`src/rtl/md5_pkg.sv`:
```
// md5_pkg: shared definitions for the MD5 compression engine.
//   md5_state_t : chaining state packed so that A sits in bits [31:0],
//                 B in [63:32], C in [95:64] and D in [127:96].
//   MD5_IV      : standard MD5 initial chaining value.
//   MD5_K       : 64 per-step additive constants.
//   md5_s/g/f   : per-step rotate amount, message word index, round function.
package md5_pkg;

  typedef struct packed {
    logic [31:0] d;
    logic [31:0] c;
    logic [31:0] b;
    logic [31:0] a;
  } md5_state_t;

  typedef enum logic [1:0] {IDLE, RUN, DONE} md5_fsm_t;

  localparam md5_state_t MD5_IV = '{d: 32'h10325476, c: 32'h98badcfe,
                                    b: 32'hefcdab89, a: 32'h67452301};

  localparam logic [31:0] MD5_K [64] = '{
    32'hd76aa478, 32'he8c7b756, 32'h242070db, 32'hc1bdceee,
    32'hf57c0faf, 32'h4787c62a, 32'ha8304613, 32'hfd469501,
    32'h698098d8, 32'h8b44f7af, 32'hffff5bb1, 32'h895cd7be,
    32'h6b901122, 32'hfd987193, 32'ha679438e, 32'h49b40821,
    32'hf61e2562, 32'hc040b340, 32'h265e5a51, 32'he9b6c7aa,
    32'hd62f105d, 32'h02441453, 32'hd8a1e681, 32'he7d3fbc8,
    32'h21e1cde6, 32'hc33707d6, 32'hf4d50d87, 32'h455a14ed,
    32'ha9e3e905, 32'hfcefa3f8, 32'h676f02d9, 32'h8d2a4c8a,
    32'hfffa3942, 32'h8771f681, 32'h6d9d6122, 32'hfde5380c,
    32'ha4beea44, 32'h4bdecfa9, 32'hf6bb4b60, 32'hbebfbc70,
    32'h289b7ec6, 32'heaa127fa, 32'hd4ef3085, 32'h04881d05,
    32'hd9d4d039, 32'he6db99e5, 32'h1fa27cf8, 32'hc4ac5665,
    32'hf4292244, 32'h432aff97, 32'hab9423a7, 32'hfc93a039,
    32'h655b59c3, 32'h8f0ccc92, 32'hffeff47d, 32'h85845dd1,
    32'h6fa87e4f, 32'hfe2ce6e0, 32'ha3014314, 32'h4e0811a1,
    32'hf7537e82, 32'hbd3af235, 32'h2ad7d2bb, 32'heb86d391
  };

  // Rotate table indexed by {round, step mod 4}.
  localparam logic [4:0] MD5_S [16] = '{
    5'd7, 5'd12, 5'd17, 5'd22,
    5'd5, 5'd9,  5'd14, 5'd20,
    5'd4, 5'd11, 5'd16, 5'd23,
    5'd6, 5'd10, 5'd15, 5'd21
  };

  function automatic logic [4:0] md5_s(input logic [5:0] i);
    return MD5_S[{i[5:4], i[1:0]}];
  endfunction

  // All index formulas are mod 16, so only the low four bits of i matter.
  function automatic logic [3:0] md5_g(input logic [5:0] i);
    logic [3:0] lo;
    logic [3:0] res;
    lo  = i[3:0];
    res = lo;
    case (i[5:4])
      2'd0: res = lo;
      2'd1: res = lo * 4'd5 + 4'd1;
      2'd2: res = lo * 4'd3 + 4'd5;
      2'd3: res = lo * 4'd7;
    endcase
    return res;
  endfunction

  function automatic logic [31:0] md5_f(input logic [5:0] i, input logic [31:0] b,
                                       input logic [31:0] c, input logic [31:0] d);
    logic [31:0] res;
    res = b ^ c ^ d;
    case (i[5:4])
      2'd0: res = (b & c) | (~b & d);
      2'd1: res = (d & b) | (~d & c);
      2'd2: res = b ^ c ^ d;
      2'd3: res = c ^ (b | ~d);
    endcase
    return res;
  endfunction

endpackage

```
`src/rtl/md5_step.sv`:
```
// md5_step: one combinational MD5 step.
//   i   : step index 0..63
//   cur : working A..D before the step
//   m   : the 16 message words of the block
//   nxt : working A..D after the step
module md5_step
  import md5_pkg::*;
(
  input  logic [5:0]        i,
  input  md5_state_t        cur,
  input  logic [15:0][31:0] m,
  output md5_state_t        nxt
);

  logic [31:0] f_val;
  logic [31:0] t_val;
  logic [31:0] rot_val;
  logic [4:0]  sh;

  assign f_val = md5_f(i, cur.b, cur.c, cur.d);
  assign t_val = f_val + cur.a + MD5_K[i] + m[md5_g(i)];
  assign sh    = md5_s(i);
  // sh is never zero, so the right shift amount stays within 1..31.
  assign rot_val = (t_val << sh) | (t_val >> (6'd32 - {1'b0, sh}));

  assign nxt = '{a: cur.d, b: cur.b + rot_val, c: cur.b, d: cur.c};

endmodule

```
`src/rtl/md5_block_engine.sv`:
```
// md5_block_engine: iterative MD5 compression of one 512-bit block.
//   clk, rst_n          : clock, synchronous active-low reset
//   in_valid/in_ready   : block handshake; in_block = 16 LE words, in_state = A..D
//   out_valid/out_ready : result handshake; out_state = updated chaining state
//   busy                : high while rounds are being computed
// STEPS_PER_CYCLE (1, 2 or 4) step units are chained per clock.
module md5_block_engine
  import md5_pkg::*;
#(
  parameter int STEPS_PER_CYCLE = 1
) (
  input  logic         clk,
  input  logic         rst_n,
  input  logic         in_valid,
  output logic         in_ready,
  input  logic [511:0] in_block,
  input  logic [127:0] in_state,
  output logic         out_valid,
  input  logic         out_ready,
  output logic [127:0] out_state,
  output logic         busy
);

  localparam int S = STEPS_PER_CYCLE;
  localparam logic [5:0] LAST_STEP = 6'(64 - S);

  if (!(S == 1 || S == 2 || S == 4)) begin : g_bad_param
    $error("md5_block_engine: STEPS_PER_CYCLE must be 1, 2 or 4");
  end

  md5_fsm_t          state_reg, state_next;
  logic [5:0]        step_reg;
  logic [15:0][31:0] blk_reg;
  md5_state_t        init_reg;
  md5_state_t        work_reg;
  md5_state_t        out_reg;
  md5_state_t        chain [S+1];
  logic              accept;
  logic              finish;

  assign chain[0] = work_reg;

  for (genvar gi = 0; gi < S; gi++) begin : g_chain
    md5_step u_step (
      .i   (step_reg + 6'(gi)),
      .cur (chain[gi]),
      .m   (blk_reg),
      .nxt (chain[gi+1])
    );
  end

  always_comb begin
    state_next = state_reg;
    in_ready   = 1'b0;
    out_valid  = 1'b0;
    busy       = 1'b0;
    accept     = 1'b0;
    finish     = 1'b0;
    case (state_reg)
      IDLE: begin
        // Held low while reset is asserted, even though the FSM is in IDLE.
        in_ready = rst_n;
        if (in_valid) begin
          accept     = 1'b1;
          state_next = RUN;
        end
      end
      RUN: begin
        busy = 1'b1;
        if (step_reg == LAST_STEP) begin
          finish     = 1'b1;
          state_next = DONE;
        end
      end
      DONE: begin
        out_valid = 1'b1;
        if (out_ready) state_next = IDLE;
      end
      default: state_next = IDLE;
    endcase
  end

  always_ff @(posedge clk) begin
    if (!rst_n) state_reg <= IDLE;
    else        state_reg <= state_next;
  end

  always_ff @(posedge clk) begin
    if (!rst_n) begin
      step_reg <= '0;
      blk_reg  <= '0;
      init_reg <= '0;
      work_reg <= '0;
      out_reg  <= '0;
    end else begin
      if (accept) begin
        blk_reg  <= in_block;
        init_reg <= in_state;
        work_reg <= in_state;
        step_reg <= '0;
      end else if (state_reg == RUN) begin
        work_reg <= chain[S];
        // Counter stops at LAST_STEP so it never wraps inside a block.
        if (!finish) step_reg <= step_reg + 6'(S);
      end
      if (finish) begin
        out_reg <= '{a: init_reg.a + chain[S].a, b: init_reg.b + chain[S].b,
                     c: init_reg.c + chain[S].c, d: init_reg.d + chain[S].d};
      end
    end
  end

  assign out_state = out_reg;

endmodule

```
`config.mk`:
```
export PLATFORM = sky130hd
export DESIGN_NAME = md5_block_engine
export DESIGN_NICKNAME = d
export VERILOG_FILES = /design/src/rtl/md5_pkg.sv /design/src/rtl/md5_step.sv /design/src/rtl/md5_block_engine.sv
export SDC_FILE = /design/constraint.sdc
export NUM_CORES = 2
export LEC_CHECK = 0
export ABC_CLOCK_PERIOD_IN_PS = 16400
export CORE_ASPECT_RATIO = 0.75
export CORE_MARGIN = 2
export CORE_UTILIZATION = 40
export DETAILED_ROUTE_END_ITERATION = 8
export PLACE_DENSITY = 0.72
export SLEW_MARGIN = 15
export SYNTH_ARGS = -nofsm -noshare
export SYNTH_HDL_FRONTEND = slang
export SYNTH_SLANG_ARGS = --single-unit
```
`constraint.sdc`:
```
create_clock -name clk -period 16.4 [get_ports clk]
set_input_delay 3.28 -clock clk [delete_from_list [all_inputs] [get_ports clk]]
set_output_delay 3.28 -clock clk [all_outputs]
set_load 0.01 [all_outputs]
```
==> results.toml <==
[critical_path]
r2r_slack_ns = 2.78
worstSetupStartpointType = "flip-flop"
slowest_stage = "a211oi_1"
r2r_cells = 52
slowest_delay_ns = 0.66
crit_cells = 52
crit_path_end_kind = "flip-flop"
path_max_fanout = 37
path_buf_inv = 9
crit_type = "reg2reg"
worst_ep_required_time_ns = 17.06
crit_family = "compound AO/OA/AOI/OAI gates"
arrival_ns = 14.27

[yosys]
synth_top_area_cell = "dfxtp_1"
ys_seq_elements = 904
ys_top_cells_by_area = "dfxtp_1 (33%), nand2_1 (15%), a21oi_1 (11%), ha_1 (5.6%), mux4_2 (5.6%)"
syn_avg_cell_area_um2 = 7.525
syn-num-nets = 8170
synth_top_cells_by_count = "nand2_1 (2,190), a21oi_1 (1,171), dfxtp_1 (904), clkbuf_1 (437), nor2_1 (274)"
synthCells = 7212
yosysWarnings = 0
async_flop_share = 0
ys_types = 90
synth-main-ff-cell = "dfxtp_1"
synth_top_area_frac = 0.3335
synth-seq-area-share = 0.3335
synth.most_common_cell = "nand2_1"
syn_area_mm2 = 0.05427
synth-edff-count = 0

[clock_tree]
clk_pin_slew_ns = 0.06
clock-sinks = 904
h-tree-depth = 3
insertion_delay_ns = 0.76
post_cts_buffers = 0
cts_tree = "done"
ctsHoldBuffers = 0
cts_resized = 0
ctsRootBufferMaster = "clkbuf_16"
cts_buffers = 95
clockBufferDepth = 3

[final_layout]
layout.cells.non_filler = 9578
drive_gt1_frac = 0.06363
area_growth_pct = 23.11
largest_reg_flops = 512
num-nets-final = 8662

[power]
power_density_mw_per_mm2 = 131.7
ir_worst_vdd_v = 0.0001010
p_leak_nw = 26.39
power_mw = 8.800

[global_routing]
grt_usage = 0.3322
grt_pass1_vias = 51660
grt_max_degree = 225
grt_pass1_wl_um = 344700
antenna_found_initial = 27
grt-ovfl-total = 0

[timing]
tns_ns = 0
rsz0062_at_grt = "false"
min_period_ns = 13.62
hold_viol_final = 0
maxSlewViolCount = 0
slew_headroom = 0.1498
worst_slack_ns = 2.784
tightest_slew_ns = 1.275
hold_ws_ns = 0.4512
finalSetupViolCount = 0
period_share = 0.8302
max_freq_ghz = 0.07345
skew_ns = 0.07002

[floorplanning]
initial_core_util = 0.4017
core_area_mm2 = 0.1351
dieWidth_um = 429.3
ios = 775
die_area_mm2 = 0.1387
rows = 117
die_h_um = 323.0

[place]
placed_cells = 9392
gp_congestion = 1.027
io_buffers = 774
dp_hpwl_um = 184800
dp_slack_ns = 3.144

[min_path]
worstHoldPathCells = 2
min_path_type = "reg2reg"

[routing]
drc = 0
dr.pass1.iters = 6
vias = 55820
wl_per_cell_um = 25.14
drtAntennaViolNets = 0
vias_per_cell = 5.828
drt-total-wl_um = 240800
drt-initial-drc-count = 7073

[flow_run]
maxCapViolations = 0

[outcome]
run_status = "complete, no violations"
## per-stage QoR
step / instance area [um2] / util
CTS: 66770 / 0.4942
global route: 66800 / 0.4944
floorplan: 54270 / -
global placement: 63460 / 0.4697
finish: 66810 / 0.4945
detailed placement: 63480 / 0.4698
## worst paths after layout
| path | startpoint | end |
|---|---|---|
| setup / recovery | step_reg[1] | out_state[63] |
| hold / removal | out_state[18] | out_state[18] |
| setup reg to reg | step_reg[1] | out_state[63] |
| hold reg to reg | out_state[18] | out_state[18] |
## power by group
| part | internal (mW) | switching [mW] |
|---|---|---|
| clock network | 1.31 | 0.990 |
| logic | 1.54 | 2.50 |
| registers | 2.34 | 0.134 |
| total | 5.18 | 3.62 |
## final cells by class
type,instances,area [um2]
fill,13080,68310
multi-input combinational,5629,33710
sequential,904,18110
timing repair buffer,891,8738
clock buffer,135,2718
tap,1785,2233
inverter,183,695.7
clock inverter,37,570.5
antenna,14,35.03
## layout by cell type, fill, tap and decap left out, types with 16 or more instances in the layout
master | Yosys | final
xor2_1 | 49 | 49
o21ai_0 | 232 | 227
mux2_2 | 20 | 20
and3_1 | 25 | 24
o21a_1 | 30 | 28
nand2_1 | 2190 | 2189
clkbuf_8 | 0 | 19
nand2b_1 | 73 | 72
a211oi_1 | 84 | 84
a31oi_1 | 104 | 104
a21oi_1 | 1171 | 1170
mux2i_1 | 62 | 62
clkbuf_1 | 437 | 21
a221oi_1 | 37 | 37
o221ai_1 | 26 | 26
mux4_2 | 134 | 134
or3_1 | 20 | 19
a311oi_1 | 16 | 16
ha_1 | 245 | 245
nor3_1 | 60 | 57
clkdlybuf4s50_1 | 0 | 774
nor2b_1 | 36 | 36
dfxtp_1 | 904 | 899
a21o_1 | 74 | 74
o22ai_1 | 19 | 19
clkbuf_16 | 0 | 95
nor2_1 | 274 | 274
nand3_1 | 99 | 99
o211ai_1 | 40 | 40
o21bai_1 | 18 | 18
buf_4 | 3 | 108
fa_1 | 69 | 69
and2_1 | 45 | 44
xnor2_1 | 159 | 155
inv_1 | 175 | 174
## worst register-to-register path, delay by kind of cell, from the launching register on
kind	cells	cell delay, ns
adders and majority gates	6	2.26
buffers and inverters	9	1.83
AOI/OAI and AO/OA	21	4.92
and+or+nand+nor	4	0.95
xor gates and xnor gates	9	2.23
muxes	3	1.04
DFF	1	0.33
## cell families (layout without fill, tap and decap cells)
family,Yosys count,in the layout,share of synthesized area
AND/OR/NAND/NOR,2892,2892,0.2173
AO/OA/AOI/OAI,1996,1996,0.2143
flip-flops,904,904,0.3335
buffers and inverters,679,1246,0.04735
adder cells (fa/ha/maj),315,315,0.08212
multiplexers,216,216,0.07119
XOR/XNOR,210,210,0.03428
other,0,14,0
## routing by layer
| layer | up-vias | track usage | share of wire |
|---|---|---|---|
| met5 | - | 0 | 0.00056 |
| met4 | 22 | 0.1405 | 0.043 |
| met3 | 424 | 0.07143 | 0.093 |
| met2 | 2630 | 0.5069 | 0.44 |
| met1 | 26910 | 0.4535 | 0.43 |
| li1 | 25830 | - | - |
(Power assumes the default switching activity.)
